### config.mk
export PLATFORM = sky130hd
export DESIGN_NAME = memory_unit
export DESIGN_NICKNAME = d
export VERILOG_FILES = /design/src/rtl/memory_unit.sv
export SDC_FILE = /design/constraint.sdc
export NUM_CORES = 1
export LEC_CHECK = 0
export BUFFER_PORTS_ARGS = -buffer_cell sky130_fd_sc_hd__clkbuf_2
export CAP_MARGIN = 10
export CORE_MARGIN = 5
export CORE_UTILIZATION = 44
export DETAILED_ROUTE_END_ITERATION = 12
export PLACE_DENSITY = 0.83
export SLEW_MARGIN = 20
export SYNTH_ARGS = -nofsm -noshare
export SYNTH_HDL_FRONTEND = slang
export SYNTH_SLANG_ARGS = --single-unit
### constraint.sdc
create_clock -name clk -period 2.84 [get_ports clk]
set_input_delay 0 -clock clk [delete_from_list [all_inputs] [get_ports clk]]
set_output_delay 0 -clock clk [all_outputs]
set_load 0.01 [all_outputs]
### src/rtl/memory_unit.sv
// Core-side memory access unit: one word-aligned bus transaction per held request, with lane steering and load extension.
// Optional misalignment trap enabled by defining MEMORY_UNIT__MISALIGN_TRAP_EN.
module memory_unit #(
  parameter int ADDR_WIDTH = 32,
  parameter int DATA_WIDTH = 32
) (
  input  logic                  clk,
  input  logic                  rst,
  input  logic                  mem_read,
  input  logic                  mem_write,
  input  logic [ADDR_WIDTH-1:0] mem_addr,
  input  logic                  mem_sized,
  input  logic [2:0]            mem_f3,
  input  logic [DATA_WIDTH-1:0] mem_wdata,
  output logic [DATA_WIDTH-1:0] mem_rdata,
  output logic                  mem_complete,
  output logic                  mem_misaligned,
  output logic                  bus_req,
  output logic                  bus_we,
  output logic [ADDR_WIDTH-1:0] bus_addr,
  output logic [3:0]            bus_be,
  output logic [DATA_WIDTH-1:0] bus_wdata,
  input  logic                  bus_ack,
  input  logic [DATA_WIDTH-1:0] bus_rdata
);

  typedef enum logic [1:0] {IDLE, REQ, DONE} state_t;

  state_t                state_q, state_d;
  logic [ADDR_WIDTH-1:0] busAddr_q, busAddr_d;
  logic                  busWe_q, busWe_d;
  logic [3:0]            busBe_q, busBe_d;
  logic [DATA_WIDTH-1:0] busWdata_q, busWdata_d;
  logic [DATA_WIDTH-1:0] rdata_q, rdata_d;
  logic [1:0]            off_q, off_d;
  logic                  isByte_q, isByte_d;
  logic                  isHalf_q, isHalf_d;
  logic                  isUnsigned_q, isUnsigned_d;

  logic                  reqIsByte, reqIsHalf;
  logic [1:0]            reqOff;
  logic [3:0]            reqBe;
  logic [DATA_WIDTH-1:0] reqWdata;
  logic [DATA_WIDTH-1:0] shiftedRdata;
  logic [DATA_WIDTH-1:0] loadData;

  // Request decode; undefined f3 codes and unsized fetches fall through to a full word.
  always_comb begin
    reqIsByte = mem_sized && (mem_f3[1:0] == 2'b00);
    reqIsHalf = mem_sized && (mem_f3[1:0] == 2'b01);
    if (reqIsByte) begin
      reqOff   = mem_addr[1:0];
      reqBe    = 4'b0001 << mem_addr[1:0];
      reqWdata = {4{mem_wdata[7:0]}};
    end else if (reqIsHalf) begin
      reqOff   = {mem_addr[1], 1'b0};
      reqBe    = 4'b0011 << {mem_addr[1], 1'b0};
      reqWdata = {2{mem_wdata[15:0]}};
    end else begin
      reqOff   = 2'b00;
      reqBe    = 4'b1111;
      reqWdata = mem_wdata;
    end
  end

  always_comb begin
    shiftedRdata = bus_rdata >> {off_q, 3'b000};
    if (isByte_q) begin
      loadData = {{(DATA_WIDTH-8){~isUnsigned_q & shiftedRdata[7]}}, shiftedRdata[7:0]};
    end else if (isHalf_q) begin
      loadData = {{(DATA_WIDTH-16){~isUnsigned_q & shiftedRdata[15]}}, shiftedRdata[15:0]};
    end else begin
      loadData = shiftedRdata;
    end
  end

`ifdef MEMORY_UNIT__MISALIGN_TRAP_EN
  logic misaligned_q, misaligned_d;
  logic reqMisaligned;

  always_comb begin
    reqMisaligned = (reqIsHalf && mem_addr[0]) ||
                    (!reqIsByte && !reqIsHalf && (mem_addr[1:0] != 2'b00));
  end
`endif

  // Next-state logic; bus fields are latched once in IDLE so they stay stable while waiting for ack.
  always_comb begin
    state_d      = state_q;
    busAddr_d    = busAddr_q;
    busWe_d      = busWe_q;
    busBe_d      = busBe_q;
    busWdata_d   = busWdata_q;
    rdata_d      = rdata_q;
    off_d        = off_q;
    isByte_d     = isByte_q;
    isHalf_d     = isHalf_q;
    isUnsigned_d = isUnsigned_q;
`ifdef MEMORY_UNIT__MISALIGN_TRAP_EN
    misaligned_d = misaligned_q;
`endif
    case (state_q)
      IDLE: begin
        if (mem_read || mem_write) begin
`ifdef MEMORY_UNIT__MISALIGN_TRAP_EN
          if (reqMisaligned) begin
            state_d      = DONE;
            misaligned_d = 1'b1;
          end else begin
`endif
            state_d      = REQ;
            busAddr_d    = {mem_addr[ADDR_WIDTH-1:2], 2'b00};
            busWe_d      = mem_write;
            busBe_d      = mem_write ? reqBe : 4'b1111;
            busWdata_d   = reqWdata;
            off_d        = reqOff;
            isByte_d     = reqIsByte;
            isHalf_d     = reqIsHalf;
            isUnsigned_d = mem_f3[2];
`ifdef MEMORY_UNIT__MISALIGN_TRAP_EN
          end
`endif
        end
      end
      REQ: begin
        if (bus_ack) begin
          state_d = DONE;
          if (!busWe_q) begin
            rdata_d = loadData;
          end
        end
      end
      DONE: begin
        state_d = IDLE;
`ifdef MEMORY_UNIT__MISALIGN_TRAP_EN
        misaligned_d = 1'b0;
`endif
      end
      default: state_d = IDLE;
    endcase
  end

  always_ff @(posedge clk or posedge rst) begin
    if (rst) begin
      state_q      <= IDLE;
      busAddr_q    <= '0;
      busWe_q      <= 1'b0;
      busBe_q      <= 4'b0000;
      busWdata_q   <= '0;
      rdata_q      <= '0;
      off_q        <= 2'b00;
      isByte_q     <= 1'b0;
      isHalf_q     <= 1'b0;
      isUnsigned_q <= 1'b0;
    end else begin
      state_q      <= state_d;
      busAddr_q    <= busAddr_d;
      busWe_q      <= busWe_d;
      busBe_q      <= busBe_d;
      busWdata_q   <= busWdata_d;
      rdata_q      <= rdata_d;
      off_q        <= off_d;
      isByte_q     <= isByte_d;
      isHalf_q     <= isHalf_d;
      isUnsigned_q <= isUnsigned_d;
    end
  end

`ifdef MEMORY_UNIT__MISALIGN_TRAP_EN
  always_ff @(posedge clk or posedge rst) begin
    if (rst) begin
      misaligned_q <= 1'b0;
    end else begin
      misaligned_q <= misaligned_d;
    end
  end

  assign mem_misaligned = misaligned_q;
`else
  assign mem_misaligned = 1'b0;
`endif

  assign bus_req      = (state_q == REQ);
  assign mem_complete = (state_q == DONE);
  assign bus_we       = busWe_q;
  assign bus_addr     = busAddr_q;
  assign bus_be       = busBe_q;
  assign bus_wdata    = busWdata_q;
  assign mem_rdata    = rdata_q;

endmodule

# Yosys cells after proc, flatten, opt, wreduce, memory -nomap -nowiden
# Index checks and enable logic that the tools add are counted.
dict set report classes {
  n_bitwise 4
  shift 3
  n_reduce_logical 8
  n_eq_ne 5
  mux 12
}
# operator count
set op_table {}
lappend op_table {{two-way mux 32 bit} 4}
lappend op_table {{>> shifter 32 x 5 -> 32 bit} 1}
lappend op_table {{two-way mux 4 bit} 3}
lappend op_table {{two-way mux 2 bit} 4}
lappend op_table {{equality test 2 x 1 -> 1 bit, second input constant} 2}
lappend op_table {{zero test 2 bit} 2}
lappend op_table {{one-hot mux 2 bit (2 select lines)} 1}
lappend op_table {{AND reduction 2 bit} 2}
lappend op_table {{left shift 1 x 2 -> 4 bit, first input constant} 1}
lappend op_table {{left shift 2 x 2 -> 4 bit, first input constant} 1}
lappend op_table {{AND reduction 3 bit} 1}
lappend op_table {{AND 1 bit} 2}
lappend op_table {{equality test 2 bit, second input constant} 1}
lappend op_table {{logical AND 1 bit} 2}
lappend op_table {{!= test 2 x 1 -> 1 bit, second input constant} 1}
lappend op_table {{!= test 2 bit, second input constant} 1}
lappend op_table {{NOT 1 bit} 2}
lappend op_table {{logical OR 1 bit} 1}
dict set report totals {
  input_bits 105
  output_inout_bits 104
  elab_cells 42
  register_bits 106
}

# Logic depth before layout (Yosys ltp)
dict set report depth {
  ltp_word 5
  depth_mapped 6
  ltp_nobuf 4
}

# Worst setup path before layout
# No wires, ideal clock.
dict set report synth_path {
  path_type {register to register}
  from {register off_q[1]}
  to {register rdata_q[21] (netlist: mem_rdata[21])}
  t_arrival_ps 1496
  setup_time_ps 134
  t_required_ps 2706
  path_slack_ps 1210
  period_less_slack_ps 1630
  stages_incl_launch_ff 7
  cell_sequence {dfrtp_1 -> buf_6 -> mux4_2 -> a21bo_2 -> buf_6 -> o21ai_0 -> o31ai_2}
}
dict set report synth_via {
  elab_chain_cells 4
}
# element line
set synth_rtl {}
lappend synth_rtl {{from (decl)} 35} ;# logic [1:0] off_q, off_d;
lappend synth_rtl {{from (signal assigned)} 151} ;# off_q <= 2'b00;
lappend synth_rtl {{from (signal assigned)} 162} ;# off_q <= off_d;
lappend synth_rtl {{>> shifter 32 x 5 -> 32 bit (*)} 67} ;# shiftedRdata = bus_rdata >> {off_q, 3'b000};
lappend synth_rtl {{AND 1 bit} 71} ;# loadData = {{(DATA_WIDTH-16){~isUnsigned_q & shiftedRdata[15]}}, shiftedRdata[15:0]};
lappend synth_rtl {{two-way mux 32 bit} 70} ;# end else if (isHalf_q) begin
lappend synth_rtl {{two-way mux 32 bit (*)} 68} ;# if (isByte_q) begin
lappend synth_rtl {{to (signal assigned)} 161} ;# rdata_q <= rdata_d;
lappend synth_rtl {{to (decl)} 34} ;# logic [DATA_WIDTH-1:0] rdata_q, rdata_d;
# Every way passes the cells marked *; elsewhere a longest branch is shown, timed or not.
# A chain may end at the register's enable or synchronous reset.

# Worst setup path in the final report
dict set report layout_path {
  from {register off_q[1]}
  to {register rdata_q[16] (netlist: mem_rdata[16])}
}
# The elaborated chain is that of the path after synthesis.

==> results.toml <==
[synthesis]
yosysWarnings = 0
synth_adder_area_share = 0
synth_area_um2 = 5040
synth_top_family_by_area = "simple AND/OR/NAND/NOR gates"
synth_ff_type = "dfrtp_1"
synthMuxAreaShare = 0.118
ys_ff_latch = 106
postSynth.asyncResetShare = 1.00
synth_compound_area_frac = 0.146
syn_inst = 534
ys_seq_area_frac = 0.527
synthSimpleGateAreaFrac = 0.165
syn_avg_cell_area_um2 = 9.43
yosys.area_share.xor_xnor = 0
synth-edff-count = 0
yosys.cell_types.count = 32

[sta]
fin_skew_ns = 0.00835
tightestPinTransition_ns = 0.847
tns_ns = 0
setup_viol = 0
fin_crit_sh = 0.687
rsz0062_at_grt = "false"
slew_headroom = 0.435
fin_crit_ns = 1.95
max_freq_mhz = 512
slew_viol_final = 0
hold_viol_final = 0

[power_and_ir_drop]
powerDensity_nw_per_um2 = 978
switching_share = 0.414
leakage_nw = 3.55
internal_power_w = 0.00407
p_switching_w = 0.00288
power.share.sequential = 0.389
ir_drop_mv = 0.533
power_frac_comb = 0.442
clkPwrFrac = 0.169

[clock_tree]
clkTransAtPathRegs_ns = 0.07
insertion_delay_ns = 0.34
clk_path_buf_depth = 2
tritoncts = "built"
cts_resized = 0
cts.sinks = 106
cts_root_buf = "clkbuf_16"
cts_buffers = 9
htreeDepth = 3

[placement]
dp_hpwl_mm = 10.9
placed_area_um2 = 6140
io_buffers = 205
gp_congestion = 0.938

[floorplan]
coreArea_um2 = 11300
die_w_um = 117
rows = 39
initial_utilization = 0.445
die_h_um = 117
pin_count = 209
die_area_um2 = 13700

[min_path]
hold_path_class = "in2reg"

[critical_path]
cp_num_buf_inv = 1
required_ns = 3.06
cp_top_family = "compound AO/OA/AOI/OAI gates"
crit_chain = "buf_4, mux2i_1, o2bb2ai_4, a21oi_1, o31ai_1"
crit_path_max_fanout = 21
critPathArrivalTime_ns = 2.18
cpPeakStageDelay_ns = 0.58
timing.setup.critical_path_class = "reg2reg"
crit_slowest_cell = "dfrtp_1"
endpoint_kind = "flip-flop"
critPathLaunchType = "flip-flop"

[grt]
antenna_found_initial = 0
grt_pass1_wl_mm = 26.8
track_usage = 0.252
grt_max_degree = 93
first_global_vias = 5113
grt_overflow = 0

[final_layout]
final_nets = 893
drive_above_1_share = 0.320
mostFrequentLayoutCells = "clkbuf_2 (205), nand2_1 (165), dfrtp_1 (106)"
multi_input_area_um2 = 2190
antenna_cells = 0
final_util = 0.628
regArea_um2 = 2650
n_fill_cell = 882
final_common_cell = "clkbuf_2"
design_area_um2 = 7100
area.growth.synth_to_final_pct = 41.1

[drt]
drc = 0
drt_first_pass_iters = 7
vias_per_cell = 5.44
initialDrtViolationCount = 402
vias = 5090
routed_wl_mm = 17.1
wl_per_cell_um = 18.3
drtAntennaViolNets = 0

[flow_run]
max_cap_violations = 0

[status]
status = "complete, no violations"
==> cell type report <==
type | instances | share of cell area
flip-flops and latches | 106 | 0.373
multi-input cells | 385 | 0.308
repair buffers | 282 | 0.252
clock buffers | 10 | 0.0322
well taps | 143 | 0.0252
clock inverters | 6 | 0.00687
inverters | 4 | 0.00247
==> cells in the mapped netlist, types with 2 or more instances <==
cell	count	area share
mux2_2	16	0.036
buf_6	3	0.0067
nand3_1	3	0.0030
nor2_1	28	0.021
and2_1	2	0.0025
inv_1	4	0.0030
nand2_1	165	0.12
buf_4	4	0.0060
mux2i_1	39	0.078
and4bb_2	2	0.0050
o22a_1	10	0.017
a21oi_1	20	0.020
nor2b_1	4	0.0050
buf_1	5	0.0037
clkbuf_1	21	0.016
buf_2	8	0.0080
o21ai_0	58	0.058
o21ai_1	2	0.0020
a2bb2oi_1	8	0.014
o31ai_1	15	0.022
dfrtp_1	106	0.53
==> path summary, 6_finish.rpt <==
check	from	to	slack (ns)	cells past startpoint
worst max-delay path	off_q[1]	mem_rdata[16]	0.89	5
worst min-delay path	mem_wdata[24]	bus_wdata[24]	0.01	3
worst max register to register	off_q[1]	mem_rdata[16]	0.89	5
worst min register to register	bus_addr[23]	bus_addr[23]	0.47	2
max in group asynchronous	rst	bus_wdata[29]	1.82	4
min in group asynchronous	rst	bus_addr[18]	0.30	3
==> through the flow <==
stage / total power, W / setup WS [ns] / cells / hold slack, ns
4_1_cts: 0.00692 / 0.939 / 936 / 0.00124
2_1_floorplan: 0.00441 / 0.0511 / 536 / 0.105
6_report: 0.00695 / 0.888 / 936 / 0.0123
3_3_place_gp: 0.00552 / 1.01 / 851 / 0.123
5_1_grt: 0.00745 / 0.776 / 936 / 0.0195
3_5_place_dp: 0.00564 / 0.955 / 851 / 0.138
==> logic make-up (layout without fill, tap and decap cells) <==
logic type             count (synthesis)  in the layout
AOI/OAI and AO/OA                    118            118
buffers and inverters                 45            302
DFF                                  106            106
muxes                                 56             56
other                                  1              3
and+or+nand+nor                      208            208
==> worst min-delay path, delay by kind of cell <==
family                 cells  cell delay [ns]
buffers and inverters      1             0.08
AO/OA/AOI/OAI              2             0.21
==> sequential cells by signal, indices dropped and copies added (netlist names) <==
| name | count |
|---|---|
| off_q | 2 |
| isHalf_q | 1 |
| state_q | 2 |
| bus_we | 1 |
| isByte_q | 1 |
| isUnsigned_q | 1 |
| mem_rdata | 32 |
| bus_wdata | 32 |
| bus_addr | 30 |
| bus_be | 4 |
==> repair_timing <==
item,4_1_cts,5_1_grt
setup buffers,0,0
endpoints found under the hold margin,118,0
setup endpoints to repair,0,0
hold buffers,69,0
==> power groups by stage <==
stage	registers (W)	logic, W	clock network [W]
3_5_place_dp	0.00269	0.00295	0
2_1_floorplan	0.00293	0.00148	0
3_3_place_gp	0.00268	0.00284	0
4_1_cts	0.00268	0.00303	0.00121
6_report	0.00271	0.00307	0.00117
5_1_grt	0.00279	0.00339	0.00127
==> layer usage <==
| layer | track usage | routed length [um] |
|---|---|---|
| met5 | 0 | 0 |
| met4 | 0.0734 | 365 |
| met1 | 0.295 | 6250 |
| met3 | 0.0833 | 1900 |
| met2 | 0.443 | 8600 |
Power figures use the tool's default switching activity.
